==> config.mk <==
export PLATFORM = sky130hd
export DESIGN_NAME = conv_processor_result_reader
export DESIGN_NICKNAME = d
export VERILOG_FILES = /design/src/rtl/conv_processor_result_reader.sv
export SDC_FILE = /design/constraint.sdc
export NUM_CORES = 1
export LEC_CHECK = 0
export ABC_CLOCK_PERIOD_IN_PS = 2500
export BUFFER_PORTS_ARGS = -buffer_cell sky130_fd_sc_hd__buf_2
export CAP_MARGIN = 20
export CELL_PAD_IN_SITES_DETAIL_PLACEMENT = 1
export CELL_PAD_IN_SITES_GLOBAL_PLACEMENT = 1
export CORE_ASPECT_RATIO = 1.1
export CORE_UTILIZATION = 42
export CTS_CLUSTER_SIZE = 10
export DETAILED_ROUTE_END_ITERATION = 16
export PLACE_DENSITY = 0.86
export SETUP_SLACK_MARGIN = 0.5
export SLEW_MARGIN = 20
export SYNTH_ARGS = -nofsm -noshare
export SYNTH_HDL_FRONTEND = slang
export SYNTH_SLANG_ARGS = --single-unit
==> constraint.sdc <==
create_clock -name clk -period 2.5 [get_ports clk]
set_clock_uncertainty 0.2 [all_clocks]
set_input_delay 0.25 -clock clk [delete_from_list [all_inputs] [get_ports clk]]
set_output_delay 0.25 -clock clk [all_outputs]
set_load 0.05 [all_outputs]
==> src/rtl/conv_processor_result_reader.sv <==
// Result memory read-out engine: fetches count words from base_addr and streams them through a 2-entry FIFO.
// Optional build macro CONV_READER_SATURATE_EN selects signed saturation instead of truncation.
module conv_processor_result_reader #(
  parameter int DATA_WIDTH = 20,
  parameter int OUT_WIDTH  = 8,
  parameter int ADDR_WIDTH = 6
) (
  input  logic                  clk,
  input  logic                  rstn,
  input  logic                  clear,
  input  logic                  start,
  input  logic [ADDR_WIDTH-1:0] base_addr,
  input  logic [ADDR_WIDTH:0]   count,
  output logic                  mem_rd_en,
  output logic [ADDR_WIDTH-1:0] mem_addr,
  input  logic [DATA_WIDTH-1:0] mem_rdata,
  output logic                  out_valid,
  output logic [OUT_WIDTH-1:0]  out_data,
  output logic                  out_last,
  input  logic                  out_ready,
  output logic                  busy,
  output logic                  done
);

  typedef enum logic [1:0] {IDLE = 2'd0, RUN = 2'd1, DONE = 2'd2} state_t;

  state_t                         state_q, state_d;
  logic [ADDR_WIDTH-1:0]          base_q, base_d;
  logic [ADDR_WIDTH:0]            count_q, count_d;
  logic [ADDR_WIDTH:0]            issued_q, issued_d;
  logic [ADDR_WIDTH:0]            popped_q, popped_d;
  logic                           inflight_q, inflight_d;
  logic [1:0][OUT_WIDTH-1:0]      fdata_q, fdata_d;
  logic [1:0]                     flast_q, flast_d;
  logic                           rd_ptr_q, rd_ptr_d;
  logic                           wr_ptr_q, wr_ptr_d;
  logic [1:0]                     occ_q, occ_d;

  logic                           pop_s;
  logic                           rd_en_s;
  logic [1:0]                     pending_s;
  logic [ADDR_WIDTH:0]            ret_idx_s;

  function automatic logic [OUT_WIDTH-1:0] conv_word(input logic [DATA_WIDTH-1:0] w);
`ifdef CONV_READER_SATURATE_EN
    logic signed [DATA_WIDTH-1:0] v;
    logic signed [DATA_WIDTH-1:0] hi;
    logic signed [DATA_WIDTH-1:0] lo;
    v  = $signed(w);
    hi = $signed({{(DATA_WIDTH-OUT_WIDTH+1){1'b0}}, {(OUT_WIDTH-1){1'b1}}});
    lo = ~hi;
    if (v > hi) begin
      conv_word = {1'b0, {(OUT_WIDTH-1){1'b1}}};
    end else if (v < lo) begin
      conv_word = {1'b1, {(OUT_WIDTH-1){1'b0}}};
    end else begin
      conv_word = w[OUT_WIDTH-1:0];
    end
`else
    conv_word = w[OUT_WIDTH-1:0];
`endif
  endfunction

  always_comb begin
    state_d    = state_q;
    base_d     = base_q;
    count_d    = count_q;
    issued_d   = issued_q;
    popped_d   = popped_q;
    inflight_d = 1'b0;
    fdata_d    = fdata_q;
    flast_d    = flast_q;
    rd_ptr_d   = rd_ptr_q;
    wr_ptr_d   = wr_ptr_q;

    pop_s     = (occ_q != 2'd0) && out_ready;
    // The word returning now was issued last cycle, so its index is one behind issued_q.
    ret_idx_s = issued_q - (ADDR_WIDTH+1)'(1);
    pending_s = occ_q + {1'b0, inflight_q} - {1'b0, pop_s};
    rd_en_s   = (state_q == RUN) && !clear && (issued_q < count_q) && (pending_s < 2'd2);

    case (state_q)
      IDLE: begin
        if (start) begin
          base_d   = base_addr;
          count_d  = count;
          issued_d = '0;
          popped_d = '0;
          state_d  = (count == '0) ? DONE : RUN;
        end else begin
          state_d = IDLE;
        end
      end
      RUN: begin
        if (pop_s && flast_q[rd_ptr_q]) begin
          state_d = DONE;
        end else begin
          state_d = RUN;
        end
      end
      DONE:    state_d = IDLE;
      default: state_d = IDLE;
    endcase

    if (rd_en_s) begin
      issued_d   = issued_q + (ADDR_WIDTH+1)'(1);
      inflight_d = 1'b1;
    end else begin
      inflight_d = 1'b0;
    end

    if (inflight_q) begin
      fdata_d[wr_ptr_q] = conv_word(mem_rdata);
      flast_d[wr_ptr_q] = (ret_idx_s == count_q - (ADDR_WIDTH+1)'(1));
      wr_ptr_d          = ~wr_ptr_q;
    end else begin
      wr_ptr_d = wr_ptr_q;
    end

    if (pop_s) begin
      rd_ptr_d = ~rd_ptr_q;
      popped_d = popped_q + (ADDR_WIDTH+1)'(1);
    end else begin
      rd_ptr_d = rd_ptr_q;
    end

    occ_d = occ_q + {1'b0, inflight_q} - {1'b0, pop_s};

    // Abort drops buffered words and any read still in flight.
    if (clear) begin
      state_d    = IDLE;
      inflight_d = 1'b0;
      occ_d      = 2'd0;
      rd_ptr_d   = 1'b0;
      wr_ptr_d   = 1'b0;
      issued_d   = '0;
      popped_d   = '0;
    end else begin
      occ_d = occ_d;
    end
  end

  always_ff @(posedge clk or negedge rstn) begin
    if (!rstn) begin
      state_q    <= IDLE;
      base_q     <= '0;
      count_q    <= '0;
      issued_q   <= '0;
      popped_q   <= '0;
      inflight_q <= 1'b0;
      fdata_q    <= '0;
      flast_q    <= 2'b00;
      rd_ptr_q   <= 1'b0;
      wr_ptr_q   <= 1'b0;
      occ_q      <= 2'd0;
    end else begin
      state_q    <= state_d;
      base_q     <= base_d;
      count_q    <= count_d;
      issued_q   <= issued_d;
      popped_q   <= popped_d;
      inflight_q <= inflight_d;
      fdata_q    <= fdata_d;
      flast_q    <= flast_d;
      rd_ptr_q   <= rd_ptr_d;
      wr_ptr_q   <= wr_ptr_d;
      occ_q      <= occ_d;
    end
  end

  assign mem_rd_en = rd_en_s;
  assign mem_addr  = (state_q == RUN) ? (base_q + issued_q[ADDR_WIDTH-1:0]) : '0;
  assign out_valid = (occ_q != 2'd0);
  assign out_data  = out_valid ? fdata_q[rd_ptr_q] : '0;
  assign out_last  = out_valid & flast_q[rd_ptr_q];
  assign busy      = (state_q == RUN);
  assign done      = (state_q == DONE);

endmodule
# After elaboration in Yosys (flattened, before gate mapping)
# Cells that the tools add are included.
# Widths: inputs -> output; s select.
# word_totals
register_bits	45
latch_bits	0
mem_bits_rw	0
romBits	0
wordCells	72
n_memories	0
# classes
addsub	6
n_mul	0
n_div	0
magnitude_cmp	5
eq_ne	3
n_shift	0
mux	28
bitwise_logic	3
n_reduce_logical	16
# ops
operator	count
$mux 8	4
$mux 7	4
$bwmux 16	1
$sub 7x1->7 const B	2
$mux 2	5
$mux 1	9
$demux 8 s1	1
$add 7x1->7 const B	1
$eq 7x7->1	1
$logic_not 7->1	1
$lt 7x7->1	1
$add 6x6->6	1
$logic_and 1x1->1	6
$mux 6	1
$reduce_bool 2->1	3
$reduce_bool 3->1	2
$lt 1x2->1 const B	2
$pmux 2 s2	1
$reduce_and 2->1	2
$add 2x1->2	1
$bwmux 2	1
$eq 2x1->1 const B	1
$eq 2x2->1 const B	1
$logic_not 2->1	1
other kinds (7)	8

# Depth between registers and ports, before layout
# Gate-level depths: netlist of the first run.
# depth
word_depth	7
mapped_depth	8

# Worst setup path before layout of the first run
# OpenSTA, ideal clock, no wires.
# synth_timing
kind	register to output
from	register issued_q[0]
to	output mem_addr[4]
arrival_time_ns	2.024
required_ns	2.050
setup_slack_ns	0.026
path_stages_with_launch	9
path_buffers	0
cell_sequence	dfrtp_1 > ha_1 > inv_1 > fa_1 > inv_1 > a21o_1 > a21oi_1 > xor2_1 > nor2_1
# synth_between
elab_chain_len	2
# synth_rtl
item	line_no	source
from (decl)	30	logic [ADDR_WIDTH:0] issued_q, issued_d;
from (signal assigned)	160	issued_q <= issued_d;
$add 6x6->6	172	assign mem_addr = (state_q == RUN) ? (base_q + issued_q[ADDR_WIDTH-1:0]) : '0;
$mux 6	172	
to (decl)	15	output logic [ADDR_WIDTH-1:0] mem_addr,
# No other way between the ends.

# Worst setup path in the final report of the first run
# layout_timing
from	register issued_q[1]
to	output mem_addr[5]
# Same word-level chain as after synthesis.

==> impl_metrics.tcl, run 1 <==
set metrics [dict create \
    outcome "finished clean" \
    worst_pin_slew_ns 0.710 \
    wl_per_cell_um 20.1 \
    p_per_area_nw_per_um2 551 \
    post-route-period-util_pct 97.1 \
    leakage_uw 0.00180 \
    grt_pass1_vias 2715 \
    ctsRootBufferMaster "clkbuf_8" \
    viasPerCell 5.46 \
    async_flop_share_pct 100 \
    drcViolationCount 0 \
    synth_xor_area_share_pct 6.47 \
    fp.dieH_um 86.2 \
    path_clk_slew_ns 0.09 \
    die_w_um 78.6 \
    path_class "reg -> out" \
    r2r_slack_ns 0.19 \
    clock_latency_ns 0.31 \
    ios 57 \
    p_seq_share_pct 42.7 \
    muxShareOfSynthArea_pct 13.7 \
    holdPathEnd "fdata_q[8]" \
    reg2reg_from "issued_q[6]" \
    track_usage_pct 26.0 \
    grt_overflow 0 \
    grt_pass1_wl_um 13400 \
    synth_ff_type "dfrtp_1" \
    postRouteAntennaNets 0 \
    endpoint_kind "output port" \
    holdPathStages 2 \
    cp_cell_sequence "ha_4 -> a21o_1 -> a21oi_2 -> o21bai_2 -> a21o_1 -> a21o_2 -> buf_8" \
    drive_gt1_share_pct 50.5 \
    vias 2445 \
    reg2regPathDepth 7 \
    hold_viol_final 0 \
    clockBufferDepth 2 \
    synthesis.nets 319 \
    clkPwrFrac_pct 21.4 \
    rr_endpoint "issued_q[1]" \
    initial_core_util_pct 43.7 \
    firstDrtPassIters 4 \
    cp_slowest_cell "dfrtp_2" \
    grt_start_max_net_pins 46 \
    ys_ff_latch 45 \
    final_net_count 422 \
    antenna_found_initial 0 \
    min_path_type "in -> reg" \
    num_antenna_cells 0 \
    synthTopCellsByArea "dfrtp_1, mux2_2, ha_1" \
    wirelength_um 9020 \
    synth_seq_area_share_pct 41.6 \
    yosysWarnings 0 \
    critPathRequiredTime_ns 2.05 \
    yosysTopAreaCell "dfrtp_1" \
    slew_viol_final 0 \
    cts_tree "built" \
    critPathMostFrequentCell "a21o_1" \
    mappedNetlistArea_um2 2710 \
    synth.distinct_cells 45 \
    synth_area_per_cell_um2 10.3 \
    min_period_ns 2.43 \
    coreArea_um2 6190 \
    arrival_ns 1.98 \
    clkSinkCount 45 \
    switching_share_pct 34.7 \
    areaGrowthSynthToFinish_pct 47.3 \
    tns_ns 0 \
    synth_top_area_share_pct 41.6 \
    startpoint_type "register" \
    placedCellCount 390 \
    switching_power_uw 763 \
    rsz0062_at_grt "true" \
    syn_inst 264 \
    slowest_delay_ns 0.48 \
    instances_no_fill 448 \
    cts_max_level 2 \
    routabilityCongestion 0.808 \
    synth_simple_gate_area_share_pct 14.0 \
    cts_buffers 5 \
    worstHoldStart "mem_rdata[0]" \
    power.internal_uw 1440 \
    drv_cap 0 \
    crit_fanout 5 \
    slew-limit-headroom_pct 52.5 \
    rows 30 \
    max_freq_mhz 412 \
    synth_edf_count 0 \
    port_buffers 44 \
    peakVddDrop_v 0.000316 \
    fill_cells 659 \
    drt_iter0_drc 68 \
    die-area_um2 6780 \
    combinationalPowerShare_pct 35.9 \
    synth_top_family_by_area "simple AND/OR/NAND/NOR gates" \
    synthAdderAreaFrac_pct 8.13 \
    synth_compound_gate_area_share_pct 11.5 \
    hpwl_um 4970 \
    setup_viol 0 \
]
cell usage in the layout, fill, tap and decap left out, types with 3 or more instances in the layout:
| cell | count |
|---|---|
| dfrtp_1 | 37 |
| buf_2 | 37 |
| buf_4 | 34 |
| mux2_2 | 21 |
| dlygate4sd3_1 | 19 |
| nand2_1 | 17 |
| nor2_1 | 14 |
| mux2i_1 | 12 |
| o21ai_0 | 12 |
| xnor2_1 | 12 |
| inv_1 | 11 |
| buf_6 | 11 |
| inv_2 | 9 |
| dfrtp_2 | 8 |
| ha_4 | 7 |
| ha_1 | 7 |
| nor3_1 | 6 |
| xor2_1 | 6 |
| a31o_4 | 5 |
| clkbuf_8 | 5 |
| buf_8 | 5 |
| a21o_1 | 4 |
| a21oi_2 | 4 |
| a211oi_2 | 4 |
| nand3_1 | 4 |
| nand2b_1 | 4 |
| nor2b_1 | 3 |
| nor2_4 | 3 |
| and3_1 | 3 |
kinds of logic (layout without fill, tap and decap cells):
family,count (synthesis),count (layout)
DFF,45,45
buffers and inverters,31,135
and+or+nand+nor,74,74
xor gates and xnor gates,20,20
adders and majority gates,17,17
AOI/OAI and AO/OA,43,43
muxes,34,34
worst max-delay path by stage:
stage | start | end | slack (ns) | depth (start not counted)
2_1_floorplan | issued_q[6] | mem_rd_en | 0.35 | 6
4_1_cts | base_q[0] | mem_addr[4] | 0.05 | 9
3_3_place_gp | issued_q[0] | mem_addr[4] | 0.22 | 9
6_report | issued_q[1] | mem_addr[5] | 0.07 | 7
5_1_grt | base_q[0] | mem_addr[4] | -0.009 | 9
3_5_place_dp | count_q[3] | issued_q[1] | 0.18 | 8
per-stage QoR:
stage	power [uW]	setup WS [ns]	cell area [um2]	utilization [%]	hold WS, ns
final	2200	0.0726	3990	64.4	0.00586
after global routing	2310	-0.00916	3990	64.4	0.00604
after CTS	2120	0.0486	3810	61.5	0.00109
after detailed placement	1530	0.178	3140	50.7	0.176
after global placement	1490	0.215	3140	50.7	0.179
after floorplan	1360	0.355	2770	-	-0.246
Yosys cell counts, types with 2 or more instances:
cell type / n
dfrtp_1: 45
inv_1: 21
mux2_2: 21
nor2_1: 19
nand2_1: 17
ha_1: 16
xnor2_1: 14
o21ai_0: 13
mux2i_1: 12
nor3_1: 9
clkbuf_1: 7
a211oi_1: 6
xor2_1: 6
a21o_1: 5
a21oi_1: 5
a31o_2: 5
nand2b_1: 4
nand3_1: 4
nor2b_1: 4
and3_1: 3
buf_2: 2
or2_2: 2
or3_1: 2
registers in the layout (all words and copies together), names as in the netlist, 2 cells and up:
name      count
base_q        6
flast_q       2
count_q       7
state_q       2
occ_q         2
fdata_q      16
issued_q      7
power groups by stage:
stage                     sequential (uW)  combinational (uW)  clock (uW)
final                                 940                 790         471
after global routing                  956                 845         509
after CTS                             932                 718         475
after detailed placement              952                 578           0
after global placement                939                 547           0
after floorplan                       924                 436           0
layout make-up:
cell class | count | area [um2] | share of cell area (%)
Multi-Input combinational cell | 188 | 1750 | 43.9
Sequential cell | 45 | 1140 | 28.5
Timing Repair Buffer | 106 | 830 | 20.8
Tap cell | 80 | 100 | 2.51
Inverter | 21 | 82.6 | 2.07
Clock buffer | 5 | 68.8 | 1.72
Clock inverter | 3 | 21.3 | 0.533
layer usage:
metal  vias up  share of wire, %  wire length, um  global-route usage, %
li1       1113                 -                -                      -
met1      1248                39             3540                   29.0
met2        64                55             4980                   49.6
met3        20               2.7              239                   3.37
met4         0               2.8              252                   10.1
met5         -                 0                0                      0
worst max-delay path: cells and delay by family (launching register included):
family	cells	cell delay [ns]
DFF	1	0.48
adders and majority gates	1	0.23
AOI/OAI and AO/OA	5	0.81
buffers and inverters	1	0.15
what timing repair did:
item,CTS,global route
pin swaps,27,13
gates resized for setup,58,26
hold endpoints to repair,69,0
setup endpoints to repair,26,28
cloned,0,0
setup buffers,20,11
hold buffers,19,0
Note: power is estimated with default switching activity, not from simulation.
==> run 2, diff against run 1 <==
--- a/config.mk
+++ b/config.mk
@@ -5,13 +5,14 @@
 export SDC_FILE = /design/constraint.sdc
 export NUM_CORES = 1
 export LEC_CHECK = 0
+export ABC_AREA = 1
 export ABC_CLOCK_PERIOD_IN_PS = 2500
 export BUFFER_PORTS_ARGS = -buffer_cell sky130_fd_sc_hd__buf_2
 export CAP_MARGIN = 20
 export CELL_PAD_IN_SITES_DETAIL_PLACEMENT = 1
 export CELL_PAD_IN_SITES_GLOBAL_PLACEMENT = 1
 export CORE_ASPECT_RATIO = 1.1
-export CORE_UTILIZATION = 42
+export CORE_UTILIZATION = 40
 export CTS_CLUSTER_SIZE = 10
 export DETAILED_ROUTE_END_ITERATION = 16
 export PLACE_DENSITY = 0.86
==> run 2 against run 1 <==
Against the previous run: the flow now finishes with violations (hold timing, setup timing); synthesized cell count grew 52%; sequential power grew 5.2%; first-iteration DRC count grew 53%; critical path type unchanged; largest cell class unchanged.
==> impl_metrics.tcl, run 2 <==
set metrics [dict create \
    cts_buffers 5 \
    synth_area_per_cell_um2 7.27 \
    grt_overflow 0 \
    largest_register_ffs 16 \
    critPathRequiredTime_ns 2.05 \
    hpwl_um 6170 \
    synth_seq_area_share_pct 38.7 \
    synth_most_common_cell "nand2_1" \
    drive_gt1_share_pct 32.9 \
    viasPerCell 5.41 \
    grt_pass1_vias 3319 \
    worst_pin_slew_ns 0.584 \
    cts_tree "built" \
    antenna_found_initial 0 \
    peakVddDrop_v 0.000367 \
    leakage_uw 0.00206 \
    min_period_ns 2.50 \
    num_antenna_cells 0 \
    regMostFlops "fdata_q" \
    async_flop_share_pct 100 \
    rows 32 \
    min_path_type "in -> reg" \
    fp.dieH_um 91.4 \
    clkSinkCount 45 \
    rr_endpoint "issued_q[2]" \
    ios 57 \
    outcome "complete, but fails checks" \
    reg2reg_from "occ_q[0]" \
    initial_core_util_pct 41.5 \
    port_buffers 44 \
    areaGrowthSynthToFinish_pct 38.0 \
    track_usage_pct 28.4 \
    stdcell_area_um2 4010 \
    yosysTopAreaCell "dfrtp_1" \
    synth_edf_count 0 \
    arrival_ns 2.05 \
    grt_pass1_wl_um 16800 \
    synthTopCellsByArea "dfrtp_1, nand2_1, ha_1" \
    hold_viol_final 1 \
    wl_per_cell_um 19.5 \
    holdPathEnd "fdata_q[15]" \
    critical_path.n_buffers_inverters 3 \
    drcViolationCount 0 \
    coreArea_um2 7010 \
    drt_iter0_drc 104 \
    crit_fanout 2 \
    power_uw 2500 \
    reg2regPathDepth 11 \
    final_cell_mix "nand2_1, inv_1, dfrtp_1" \
    synthesis.nets 455 \
    path_class "reg -> out" \
    postRouteAntennaNets 0 \
    slew_viol_final 0 \
    ctsRootBufferMaster "clkbuf_8" \
    yosysWarnings 0 \
    cp_cell_sequence "ha_2 -> inv_2 -> fa_2 -> inv_2 -> nand2_1 -> nand2_2 -> a21oi_2 -> xor2_2 -> nor2_4 -> buf_8" \
    syn_inst 400 \
    synth.distinct_cells 30 \
    path_clk_slew_ns 0.11 \
    worstHoldStart "mem_rdata[7]" \
    critPathMostFrequentCell "inv_2" \
    placed_area_um2 3270 \
    wirelength_um 11100 \
    slowest_delay_ns 0.40 \
    setup_viol 1 \
    vias 3096 \
    holdWs_ns -0.00425 \
    p_per_area_nw_per_um2 623 \
    rsz0062_at_grt "true" \
    synth_top_area_share_pct 38.7 \
    firstDrtPassIters 4 \
    startpoint_type "register" \
    layout_commonest_cell "nand2_1" \
    synth_ff_type "dfrtp_1" \
    critical_path.top_delay_family "adder cells" \
    grt_start_max_net_pins 30 \
    mappedNetlistArea_um2 2910 \
    ys_ff_latch 45 \
    largestRegisters "fdata_q (16), count_q (7), issued_q (7)" \
    worst_slack_ns -0.0000755 \
    clock_latency_ns 0.32 \
    cts_max_level 2 \
    slew-limit-headroom_pct 61.0 \
    synth_common_cells "nand2_1, inv_1, dfrtp_1, nor2_1, o21ai_0" \
    r2r_slack_ns 0.14 \
    holdPathStages 3 \
    clockBufferDepth 2 \
    cp_slowest_cell "dfrtp_1" \
    routabilityCongestion 0.777 \
    violations "hold timing, setup timing" \
    post-route-period-util_pct 100 \
    drv_cap 0 \
    final_net_count 541 \
    die-area_um2 7610 \
    max_freq_mhz 400 \
    endpoint_kind "output port" \
    die_w_um 83.3 \
]
run 2: kinds of logic (layout without fill, tap and decap cells):
group	after synthesis	after routing	synth area share (%)
flip-flops	45	45	38.7
adder cells (fa/ha/maj)	17	17	7.57
XOR/XNOR	12	12	3.87
AO/OA/AOI/OAI	54	54	10.0
buffers and inverters	68	155	9.60
AND/OR/NAND/NOR	204	204	30.2
run 2: through the flow:
stage | setup TNS (ns) | setup WS, ns | hold slack, ns | utilization, % | cells
2_1_floorplan | 0 | 0.358 | -0.246 | - | 400
3_3_place_gp | 0 | 0.286 | -0.0124 | 46.7 | 527
3_5_place_dp | 0 | 0.252 | -0.00750 | 46.7 | 527
4_1_cts | 0 | 0.112 | 0.00702 | 53.6 | 557
5_1_grt | -0.0533 | -0.0474 | 0.00909 | 57.3 | 572
6_report | -0.0000755 | -0.0000755 | -0.00425 | 57.3 | 572
run 2: routing by layer:
layer  up-vias  wire length (um)  global-route usage [%]
met5         -                 0                       0
met4         0               524                    13.6
met3        37               291                    4.00
met2        86              6020                    53.7
met1      1547              4310                    30.7
li1       1426                 -                       -
run 2: cell type report:
type                       instances  area [um2]
clock inverter                     2        15.0
clock buffer                       6        72.6
tap                               85         106
fill                             860        2990
multi-input combinational        287        1750
timing repair buffer              90         706
inverter                          57         234
sequential                        45        1130
run 2: worst max-delay path by stage:
| stage | cells after the start | end | start | slack, ns |
|---|---|---|---|---|
| 6_report | 10 | mem_addr[4] | base_q[0] | -0.00008 |
| 5_1_grt | 10 | mem_addr[4] | base_q[0] | -0.05 |
| 4_1_cts | 10 | mem_addr[4] | issued_q[0] | 0.11 |
| 3_5_place_dp | 10 | mem_addr[4] | issued_q[0] | 0.25 |
| 3_3_place_gp | 10 | mem_addr[4] | base_q[0] | 0.29 |
| 2_1_floorplan | 9 | mem_addr[4] | issued_q[0] | 0.36 |
run 2: report_power, final:
part / switching (uW) / leakage (uW) / internal, uW
sequential: 118 / 0.000559 / 871
combinational: 643 / 0.00147 / 377
clock: 291 / 0.0000374 / 198
run 2: worst min-delay path: stages:
cell and delay (ns):
buf_2 0.09, inv_1 0.06, o21ai_0 0.08
run 2: timing repair:
action                     CTS  global route
pin swaps                   11            12
cloned                       1             0
setup buffers               14            15
resized for setup           49            48
hold endpoints to repair    22             0
setup endpoints to repair   25            24
hold buffers                 7             0
==> run 3, diff against run 2 <==
--- a/config.mk
+++ b/config.mk
@@ -15,7 +15,7 @@
 export CORE_UTILIZATION = 40
 export CTS_CLUSTER_SIZE = 10
 export DETAILED_ROUTE_END_ITERATION = 16
-export PLACE_DENSITY = 0.86
+export PLACE_DENSITY_LB_ADDON = 0.05
 export SETUP_SLACK_MARGIN = 0.5
 export SLEW_MARGIN = 20
 export SYNTH_ARGS = -nofsm -noshare
==> run 3 against run 2 <==
Against the previous run: the run now ends clean; via count is 9.7% lower; setup slack better by 0.082 ns; power is 5.7% lower; final cell count is 1.6% lower; design area is 3.5% lower; largest power group is now registers.
==> impl_metrics.tcl, run 3 (synthesized netlist as in run 2, its figures left out) <==
set metrics [dict create \
    rsz0062_at_grt "true" \
    regMostFlops "fdata_q" \
    drcViolationCount 0 \
    cts_max_level 2 \
    cp_slowest_cell "dfrtp_1" \
    cp_cell_sequence "ha_2 -> inv_2 -> fa_2 -> inv_2 -> buf_4 -> buf_6 -> buf_4 -> o21ai_2 -> a21oi_2 -> buf_6" \
    coreArea_um2 7010 \
    min_period_ns 2.42 \
    wl_met2_um 4620 \
    clockBufferDepth 2 \
    wl_per_cell_um 15.0 \
    drv_cap 0 \
    drt_iter0_drc 55 \
    wirelength_um 8420 \
    final_net_count 533 \
    grt_overflow 0 \
    drive_gt1_share_pct 29.5 \
    postRouteAntennaNets 0 \
    ctsRootBufferMaster "clkbuf_8" \
    path_clk_slew_ns 0.08 \
    worst_pin_slew_ns 0.654 \
    fill_cells 885 \
    tns_ns 0 \
    highest-signal-layer "met4" \
    port_buffers 44 \
    p_per_area_nw_per_um2 608 \
    setup_viol 0 \
    peakVddDrop_v 0.000374 \
    crit_fanout 2 \
    rows 32 \
    arrival_ns 1.97 \
    die_w_um 83.3 \
    placedCellCount 529 \
    slew-limit-headroom_pct 56.3 \
    hpwl_um 5780 \
    grt_start_max_net_pins 46 \
    clkSinkCount 45 \
    instances_no_fill 563 \
    post-route-period-util_pct 96.7 \
    startpoint_type "register" \
    die-area_um2 7610 \
    cts_buffers 5 \
    vias 2796 \
    firstDrtPassIters 4 \
    hold_viol_final 0 \
    viasPerCell 4.97 \
    wl_met3_um 186 \
    grt_pass1_wl_um 13900 \
    fp.dieH_um 91.4 \
    cts_tree "built" \
    max_freq_mhz 414 \
    layout_commonest_cell "nand2_1" \
    met1_length_um 3430 \
    outcome "finished clean" \
    min_path_type "in -> reg" \
    clock_latency_ns 0.31 \
    slew_viol_final 0 \
    areaGrowthSynthToFinish_pct 33.2 \
    track_usage_pct 23.6 \
    slowest_delay_ns 0.37 \
    final_cell_mix "nand2_1, inv_1, dfrtp_1" \
    initial_core_util_pct 41.5 \
    ios 57 \
    endpoint_kind "output port" \
    antenna_found_initial 0 \
    leakage_uw 0.00202 \
    critPathRequiredTime_ns 2.05 \
    largest_register_ffs 16 \
    routabilityCongestion 0.755 \
    num_antenna_cells 0 \
    power_uw 2360 \
    path_class "reg -> out" \
    grt_pass1_vias 2962 \
    largestRegisters "fdata_q (16), count_q (7), issued_q (7)" \
]
[run 3: power by group]
group / switching, uW / internal (uW) / leakage [uW]
combinational: 573 / 348 / 0.00142
clock: 245 / 219 / 0.0000433
sequential: 99.9 / 871 / 0.000558
[run 3: path summary, 6_finish.rpt]
| kind | startpoint | slack (ns) | cells after the start | endpoint |
|---|---|---|---|---|
| worst max-delay path | issued_q[0] | 0.08 | 10 | mem_addr[2] |
| worst min-delay path | mem_rdata[6] | 0.005 | 3 | fdata_q[14] |
| worst max register to register | occ_q[1] | 0.49 | 9 | issued_q[4] |
| worst min register to register | fdata_q[14] | 0.29 | 2 | fdata_q[14] |
| max in group asynchronous | rstn | 1.26 | 3 | issued_q[4] |
| min in group asynchronous | rstn | 0.37 | 3 | count_q[4] |
[run 3: worst max-delay path, delay by kind of cell, from the launching register on]
| kind | cells | cell delay, ns |
|---|---|---|
| compound gates | 2 | 0.19 |
| fa+ha+maj | 2 | 0.54 |
| flops | 1 | 0.37 |
| buf+inv | 6 | 0.58 |
[run 3: area by class of cell]
cell class | count | area, um2 | area share [%]
multi-input combinational | 287 | 1720 | 44.4
sequential | 45 | 1130 | 29.3
timing repair buffer | 82 | 593 | 15.3
inverter | 57 | 229 | 5.91
tap | 85 | 106 | 2.75
clock buffer | 6 | 82.6 | 2.13
clock inverter | 1 | 7.51 | 0.194
[run 3: layer usage]
metal | global-route usage, % | vias up
li1 | - | 1405
met1 | 26.0 | 1335
met2 | 46.0 | 41
met3 | 3.18 | 15
met4 | 7.18 | 0
met5 | 0 | -
[run 3: timing repair]
action / CTS / global route
pin swaps: 16 / 8
hold buffers: 7 / 0
gates resized for setup: 40 / 29
buffers inserted: 14 / 6
endpoints found under the setup margin: 17 / 24
endpoints found under the hold margin: 51 / 0
[run 3: metrics by stage]
| stage | setup slack [ns] | hold slack (ns) | utilization [%] | area, um2 |
|---|---|---|---|---|
| after floorplan | 0.358 | -0.246 | - | 2940 |
| after global placement | 0.282 | 0.174 | 46.9 | 3290 |
| after detailed placement | 0.237 | 0.175 | 46.9 | 3290 |
| after CTS | 0.108 | 0.00241 | 52.8 | 3700 |
| after global routing | -0.00450 | 0.0137 | 55.3 | 3870 |
| final | 0.0822 | 0.00531 | 55.3 | 3870 |
